**src/rtl/large_xor_arb_if.sv**
```systemverilog
// Handshake and data bundle between two operand requesters, the shared XOR
// arbiter and the result consumer.
interface large_xor_arb_if #(
    parameter int WIDTH = 13,
    parameter int CNTW  = 8
);
    logic [1:0]       req_valid;
    logic [1:0]       req_ready;
    logic [WIDTH-1:0] a0;
    logic [WIDTH-1:0] b0;
    logic [WIDTH-1:0] a1;
    logic [WIDTH-1:0] b1;
    logic             out_valid;
    logic             out_ready;
    logic [WIDTH-1:0] out_data;
    logic             out_id;
    logic             out_zero;
    logic [CNTW-1:0]  cnt0;
    logic [CNTW-1:0]  cnt1;

    modport master (
        output req_valid, a0, b0, a1, b1, out_ready,
        input  req_ready, out_valid, out_data, out_id, out_zero, cnt0, cnt1
    );

    modport slave (
        input  req_valid, a0, b0, a1, b1, out_ready,
        output req_ready, out_valid, out_data, out_id, out_zero, cnt0, cnt1
    );
endinterface

```
**src/rtl/large_xor_arb.sv**
```systemverilog
// Two requesters share one XOR unit under round-robin arbitration; the result
// sits in a one-entry output register, and completions are counted per requester.
module large_xor_arb #(
    parameter int WIDTH = 13,
    parameter int CNTW  = 8
) (
    input  logic           clk,
    input  logic           rst_n,
    large_xor_arb_if.slave bus
);
    typedef enum logic {EMPTY, FULL} state_e;

    state_e           state_q, state_d;
    logic [WIDTH-1:0] out_data_q, out_data_d;
    logic             out_id_q, out_id_d;
    logic             out_zero_q, out_zero_d;
    logic             rr_last_q, rr_last_d;
    logic [CNTW-1:0]  cnt0_q, cnt0_d;
    logic [CNTW-1:0]  cnt1_q, cnt1_d;

    logic             free;
    logic             grant_valid;
    logic             grant_id;
    logic             transfer;
    logic             handshake;
    logic [WIDTH-1:0] op_a;
    logic [WIDTH-1:0] op_b;

    // A tie goes to whichever requester did not win last; reset gates every grant.
    always_comb begin
        grant_valid = (bus.req_valid != 2'b00);
        grant_id    = 1'b0;
        if (bus.req_valid == 2'b11) begin
            grant_id = ~rr_last_q;
        end else if (bus.req_valid[1]) begin
            grant_id = 1'b1;
        end
        free     = (state_q == EMPTY) || bus.out_ready;
        transfer = rst_n && free && grant_valid;
        bus.req_ready = 2'b00;
        if (transfer) begin
            bus.req_ready = grant_id ? 2'b10 : 2'b01;
        end
        op_a = grant_id ? bus.a1 : bus.a0;
        op_b = grant_id ? bus.b1 : bus.b0;
    end

    always_comb begin
        state_d    = state_q;
        out_data_d = out_data_q;
        out_id_d   = out_id_q;
        out_zero_d = out_zero_q;
        rr_last_d  = rr_last_q;
        if (transfer) begin
            state_d    = FULL;
            out_data_d = op_a ^ op_b;
            out_id_d   = grant_id;
            out_zero_d = (op_a == op_b);
            rr_last_d  = grant_id;
        end else if (free) begin
            state_d = EMPTY;
        end
    end

    always_comb begin
        handshake = (state_q == FULL) && bus.out_ready;
        cnt0_d    = cnt0_q;
        cnt1_d    = cnt1_q;
        if (handshake) begin
            if (out_id_q) begin
                cnt1_d = cnt1_q + CNTW'(1);
            end else begin
                cnt0_d = cnt0_q + CNTW'(1);
            end
        end
    end

    always_ff @(posedge clk or negedge rst_n) begin
        if (!rst_n) begin
            state_q    <= EMPTY;
            out_data_q <= '0;
            out_id_q   <= 1'b0;
            out_zero_q <= 1'b0;
            rr_last_q  <= 1'b1;
            cnt0_q     <= '0;
            cnt1_q     <= '0;
        end else begin
            state_q    <= state_d;
            out_data_q <= out_data_d;
            out_id_q   <= out_id_d;
            out_zero_q <= out_zero_d;
            rr_last_q  <= rr_last_d;
            cnt0_q     <= cnt0_d;
            cnt1_q     <= cnt1_d;
        end
    end

    assign bus.out_valid = (state_q == FULL);
    assign bus.out_data  = out_data_q;
    assign bus.out_id    = out_id_q;
    assign bus.out_zero  = out_zero_q;
    assign bus.cnt0      = cnt0_q;
    assign bus.cnt1      = cnt1_q;
endmodule
```
**src/flat_wrapper.sv**
```systemverilog
// flat-port wrapper written by rule: the top's interface ports become plain ports
module large_xor_arb_flat 
#(
    parameter int WIDTH = 13,
    parameter int CNTW  = 8
)
  (clk, rst_n, bus_req_valid, bus_a0, bus_b0, bus_a1, bus_b1, bus_out_ready, bus_req_ready, bus_out_valid, bus_out_data, bus_out_id, bus_out_zero, bus_cnt0, bus_cnt1);
  large_xor_arb_if #(.WIDTH(WIDTH), .CNTW(CNTW)) bus_i ();
  input  logic clk;
  input  logic rst_n;
  input wire logic [$bits(bus_i.req_valid)-1:0] bus_req_valid;
  input wire logic [$bits(bus_i.a0)-1:0] bus_a0;
  input wire logic [$bits(bus_i.b0)-1:0] bus_b0;
  input wire logic [$bits(bus_i.a1)-1:0] bus_a1;
  input wire logic [$bits(bus_i.b1)-1:0] bus_b1;
  input wire logic [$bits(bus_i.out_ready)-1:0] bus_out_ready;
  output wire logic [$bits(bus_i.req_ready)-1:0] bus_req_ready;
  output wire logic [$bits(bus_i.out_valid)-1:0] bus_out_valid;
  output wire logic [$bits(bus_i.out_data)-1:0] bus_out_data;
  output wire logic [$bits(bus_i.out_id)-1:0] bus_out_id;
  output wire logic [$bits(bus_i.out_zero)-1:0] bus_out_zero;
  output wire logic [$bits(bus_i.cnt0)-1:0] bus_cnt0;
  output wire logic [$bits(bus_i.cnt1)-1:0] bus_cnt1;
  assign bus_i.req_valid = bus_req_valid;
  assign bus_i.a0 = bus_a0;
  assign bus_i.b0 = bus_b0;
  assign bus_i.a1 = bus_a1;
  assign bus_i.b1 = bus_b1;
  assign bus_i.out_ready = bus_out_ready;
  assign bus_req_ready = bus_i.req_ready;
  assign bus_out_valid = bus_i.out_valid;
  assign bus_out_data = bus_i.out_data;
  assign bus_out_id = bus_i.out_id;
  assign bus_out_zero = bus_i.out_zero;
  assign bus_cnt0 = bus_i.cnt0;
  assign bus_cnt1 = bus_i.cnt1;
  large_xor_arb #(.WIDTH(WIDTH), .CNTW(CNTW)) u_core (.clk(clk), .rst_n(rst_n), .bus(bus_i));
endmodule
```
**config.mk**
```make
export PLATFORM = sky130hd
export DESIGN_NAME = large_xor_arb_flat
export DESIGN_NICKNAME = d
export VERILOG_FILES = /design/src/rtl/large_xor_arb_if.sv /design/src/rtl/large_xor_arb.sv /design/src/flat_wrapper.sv
export SDC_FILE = /design/constraint.sdc
export NUM_CORES = 1
export LEC_CHECK = 0
export CAP_MARGIN = 40
export CORE_MARGIN = 2
export CORE_UTILIZATION = 40
export DETAILED_ROUTE_END_ITERATION = 6
export PLACE_DENSITY = 0.82
export SYNTH_ARGS = -nofsm -noshare
export SYNTH_HDL_FRONTEND = slang
export SYNTH_SLANG_ARGS = --single-unit
```
**constraint.sdc**
```tcl
create_clock -name clk -period 1.55 [get_ports clk]
set_input_delay 0.155 -clock clk [delete_from_list [all_inputs] [get_ports clk]]
set_output_delay 0.155 -clock clk [all_outputs]
set_load 0.01 [all_outputs]
```
# ---- After elaboration in Yosys (flattened, before gate mapping)
# Index checks and enable logic that the tools add are counted.
dict set report totals {
  ff_bits 33
  latchBits 0
  ramBits 0
  mem_bits_ro 0
  in_bits 57
  output_inout_bits 34
  elab_cells 31
  mem_count 0
}
dict set report classes {
  addsub 2
  multipliers 0
  div 0
  magnitude_cmp 0
  n_eq_ne 2
  shift 0
  mux 8
  n_bitwise 4
  n_reduce_logical 8
}
# cell n
set ops {}
lappend ops {{13-bit two-way mux} 2}
lappend ops {{8-bit by 1-bit adder with 8-bit output (second input constant)} 2}
lappend ops {{13-bit == test} 1}
lappend ops {{13-bit XOR} 1}
lappend ops {{1-bit two-way mux} 4}
lappend ops {{2-bit two-way mux} 2}
lappend ops {{2-bit AND reduction} 2}
lappend ops {{2-bit nonzero test} 2}
lappend ops {{1-bit logical AND} 3}
lappend ops {{1-bit NOT} 3}
lappend ops {{2-bit == test (second input constant)} 1}
lappend ops {{1-bit logical OR} 1}

# ---- Depth between registers and ports, before layout
dict set report logic_depth {
  depth_word 5
  ltp_mapped 7
  depth_no_buf 5
}

# ---- Worst setup path after synthesis
# OpenSTA, ideal clock, no wires.
dict set report synth_timing {
  path_kind {register -> register}
  startpoint {reg u_core.state_q, in the netlist u_core.bus.out_valid}
  endpoint {reg u_core.out_data_q[3], in the netlist u_core.bus.out_data[3]}
  setup_time_ns 0.125
  t_arrival_ns 1.218
  required_time_ns 1.425
  setup_slack_ns 0.208
  path_stages_with_launch 6
  period_less_slack_ns 1.342
  path_cell_list {dfrtp_1 nand2b_1 and2_1 o21ai_1 buf_4 mux2_2}
}
dict set report synth_via {
  elab_chain_len 4
}
# element line_no
set synth_lines {}
lappend synth_lines {{start, declared} large_xor_arb.sv:13} ;# state_e state_q, state_d;
lappend synth_lines {{start signal, assigned} large_xor_arb.sv:88} ;# state_q <= state_d;
lappend synth_lines {{1-bit NOT} large_xor_arb.sv:38} ;# free = (state_q == EMPTY) || bus.out_ready;
lappend synth_lines {{1-bit logical OR} large_xor_arb.sv:38}
lappend synth_lines {{1-bit logical AND (2 in series)} large_xor_arb.sv:39} ;# transfer = rst_n && free && grant_valid;
lappend synth_lines {{end signal, assigned} large_xor_arb.sv:89} ;# out_data_q <= out_data_d;
lappend synth_lines {{end, declared} large_xor_arb.sv:14} ;# logic [WIDTH-1:0] out_data_q, out_data_d;
# Every way passes these cells.
# A chain may end at the register's enable or synchronous reset.

# ---- Final worst setup path
dict set report layout_timing {
  startpoint {in bus_out_ready}
  endpoint {out bus_req_ready[0]}
}
dict set report layout_via {
  elab_chain_len 4
}
# element line_no
set layout_lines {}
lappend layout_lines {{start, declared} flat_wrapper.sv:16} ;# input wire logic [$bits(bus_i.out_ready)-1:0] bus_out_ready;
lappend layout_lines {{1-bit logical OR} large_xor_arb.sv:38}
lappend layout_lines {{1-bit logical AND (2 in series)} large_xor_arb.sv:39}
lappend layout_lines {{2-bit two-way mux} large_xor_arb.sv:41} ;# if (transfer) begin
lappend layout_lines {{end, declared} flat_wrapper.sv:17} ;# output wire logic [$bits(bus_i.req_ready)-1:0] bus_req_ready;
# Every way passes these cells.

==> PnR_summary.wiki <==
{| class="wikitable"
! Metric !! Value
|-
| Family with the most delay on the worst path || buffers and inverters
|-
| Number of distinct library cells after synthesis || 29
|-
| Post-detailed-route via-to-cell ratio || between 4 and 5
|-
| Unrepaired setup endpoints after global routing || no
|-
| Number of H-tree levels || 2
|-
| Count of TritonRoute iterations in the first routing pass || 4
|-
| Sequential power share || a little over two fifths
|-
| Period utilization || 94.73%
|-
| Number of cells produced by synthesis || ~170
|-
| Flip-flop cell with the highest count after synthesis || dfrtp_1
|-
| Number of global-route vias before repair || 1652
|-
| Critical path launch point type || input pin
|-
| Launch instance of the worst register-to-register path || u_core.rr_last_q$_DFFE_PN1N_
|-
| Top area cells in the synthesized netlist || dfrtp_1, xnor2_1, xor2_1
|-
| Post-detailed-placement cell area || 0.002794 mm2
|-
| Fraction of met2 tracks used by global routing || 31.24%
|-
| Met1 track demand over resource in global routing || 23.06%
|-
| Delay of the slowest cell on the worst path || roughly 0.5 ns
|-
| Die extent in x || 70.25 um
|-
| Switching power share of the total || 30.36%
|-
| Power spent charging and discharging nets || 0.9258 mW
|-
| Worst setup startpoint || bus_out_ready
|-
| Placement Rows || 24
|-
| Antenna diodes || 0
|-
| Critical-path cell list || clkdlybuf4s50_1 -> nand2b_4 -> and2_4 -> o21ai_2 -> nor2_1 -> clkdlybuf4s15_2
|-
| Number of buffers created by CTS || 5
|-
| Post-synth design cell area || between 0.0015 and 0.002 mm2
|-
| Maximum number of pins on one net before global-route repair || 30
|-
| Dominant cell type by area after synthesis || dfrtp_1
|-
| Floorplan die area || 0.004934 mm2
|-
| Yosys warning count || 0
|-
| Top-level I/O count || 91
|-
| Core Region || about 0.0043 mm2
|-
| Utilization after layout || between 60% and 70%
|-
| Most common cell after layout, fill and taps aside || clkdlybuf4s50_1
|-
| Number of DRC violations after detailed-routing iteration 0 || 62
|-
| Max-slew violation count || 0
|-
| Routed wire per std cell || approximately 13 um
|-
| Required time of the critical path || 1.39 ns
|-
| Endpoint class of the critical path || output port
|-
| Initial antenna violation count || 0
|-
| Dpl hpwl || 3487 um
|-
| Effective utilization at floorplan || 40.88%
|-
| Clock sink count || 33
|-
| Path type of the worst min-delay path || in2async
|-
| Post-layout net count || 334
|-
| Synthesized Nets || 228
|-
| Critical path peak fanout || 3
|-
| Remaining antenna violation count after routing || 0
|-
| Max cap viols || 0
|-
| Global-route wire length before repair || 7210 um
|-
| Critical Path Slowest Stage Cell || clkdlybuf4s50_1
|-
| Remaining design rule violation count || 0
|-
| Sequential element share of the synthesized area || 47.11%
|-
| Part of the total power dissipated in the clock network || 20.7%
|-
| Sum of routed wire length over all layers || about 4200 um
|-
| Internal Pwr Total || around 2.1 mW
|-
| Number of buffers on the longest clock path || 2
|-
| Post-synth EDFFs || 0
|-
| TritonCTS clock tree || yes
|-
| Syn Area/Cell || between 10 and 15 um2
|-
| Area growth syn-to-layout || 65.00%
|-
| Power after layout || 3.049 mW
|-
| Met3 routing resource usage after global routing || about 6%
|-
| Post-CTS Repair Setup Buffers || 0
|-
| Routing layer with the top usage in global route || met2
|-
| Final critical-path required period || roughly 1.5 ns
|-
| Clock latency on the worst-skew pair || 0.28 ns
|-
| Worst relative slew slack || 76.26%
|-
| Arrival time at the worst endpoint || 1.31 ns
|-
| Outcome || finished clean
|-
| Die H || 70.25 um
|-
| Clock skew || 0.002412 ns
|-
| Share of flip-flops with an asynchronous set or reset after synthesis || 100.0%
|-
| Clock slew seen by the registers of the worst setup and hold paths || about 0.06 ns
|-
| Cell chosen for the clock root || clkbuf_8
|-
| Power density normalized to cell area || 1053 mW/mm2
|-
| Final instance area || 0.002897 mm2
|-
| IR Drop Worst-Case VDD || 0.4003 mV
|-
| Flops & latches, synth || 33
|-
| Final Wtd Congestion || 0.8129
|-
| Number of vias after detailed routing || 1593
|-
| Share of Yosys cell area claimed by the top area cell type || 45.62%
|-
| Share of cells above drive strength 1 || about an eighth
|-
| Setup Viol. Count Final || 0
|-
| Commonest cells after routing, fill and taps aside || clkdlybuf4s50_1, dfrtp_1, xnor2_1, xor2_1, nand2_1
|-
| Crit path kind || in2out
|-
| GRT Total Usage || 18.57%
|-
| Achievable clock frequency || ~0.68 GHz
|-
| Count of buffers from port buffering || 90
|-
| Final Hold Fails || 0
|-
| Static leakage || 1.258 nW
|-
| Residual overflow from global routing || 0
|-
| Slew @ Worst Pin || around 0.36 ns
|-
| Comb power frac || about 38%
|-
| Number of buffers and inverters on the critical path || 2
|}
metrics by stage:
step	worst slack [ns]	setup TNS, ns	hold slack, ns	std cells
finish	0.08164	0	0.2484	327
global route	0.007193	0	0.2567	327
CTS	0.01112	0	0.2293	327
detailed placement	-0.2932	-1.440	0.4607	320
global placement	-0.2968	-1.102	0.4583	320
floorplan	0.2078	0	-0.1406	169
worst paths after layout:
path | slack (ns) | endpoint | depth (start not counted)
max | 0.08 | bus_req_ready[0] | 6
min | 0.25 | u_core.bus.out_zero$_DFFE_PN0N_ | 2
max reg2reg | 0.09 | u_core.bus.out_zero$_DFFE_PN0N_ | 6
min reg2reg | 0.47 | u_core.bus.cnt1[7]$_DFFE_PN0P_ | 1
max in group asynchronous | 0.90 | u_core.bus.out_data[7]$_DFFE_PN0N_ | 2
min in group clk | 0.47 | u_core.bus.cnt1[7]$_DFFE_PN0P_ | 1
Yosys cell counts (all sizes together), types with 4 or more instances:
master	number
nand2	18
buf	6
xor2	20
nor2	12
o21ai	13
nand4	9
a21oi	7
and3	4
dfrtp	32
mux2	4
xnor2	20
mux2i	6
per-layer routing:
metal  share of wire, %  up-vias
li1                   -      789
met4                1.1        0
met5                  0        -
met2                 50       70
met3                7.6        6
met1                 41      728
final cells by class:
| cell class | count | area [um2] |
|---|---|---|
| multi-input combinational | 129 | 900.9 |
| inverter | 1 | 3.754 |
| tap | 52 | 65.06 |
| sequential | 33 | 827.0 |
| clock buffer | 7 | 86.33 |
| timing repair buffer | 105 | 1013 |
| fill | 351 | 1398 |
worst register-to-register path, cell delays in order, from the launching register on:
cell,delay (ns)
dfstp_2,0.57
a21boi_4,0.08
and3_2,0.21
buf_4,0.14
nand4_1,0.08
nor4_2,0.04
a211o_1,0.22
power groups by stage:
stage / logic [mW] / registers, mW / clock network, mW
after floorplan: 0.370 / 1.35 / 0
after global placement: 1.13 / 1.28 / 0
after detailed placement: 1.15 / 1.28 / 0
after CTS: 1.16 / 1.27 / 0.644
after global routing: 1.25 / 1.31 / 0.701
final: 1.15 / 1.27 / 0.632
logic make-up (layout without fill, tap and decap cells):
kind of cell             after synthesis  in the layout  share of synthesized area, %
AO/OA/AOI/OAI                         24             24                         8.125
XOR/XNOR                              40             40                         19.96
adder cells (fa/ha/maj)                2              2                         1.425
buffers and inverters                  7            113                         2.708
flip-flops                            33             33                         47.11
multiplexers                          10             10                         5.987
AND/OR/NAND/NOR                       53             53                         14.68
repair_timing:
item / in CTS / in global routing
setup endpoints to repair: 2 / 5
gates resized for setup: 5 / 5
hold buffers: 0 / 0
registers in the layout, indices dropped and copies added, names as in the netlist:
name and flops:
u_core.bus.cnt1 8, u_core.bus.out_data 13, u_core.bus.out_id 1, u_core.bus.cnt0 8
u_core.rr_last_q 1, u_core.bus.out_zero 1, u_core.bus.out_valid 1
(Power assumes the default switching activity.)
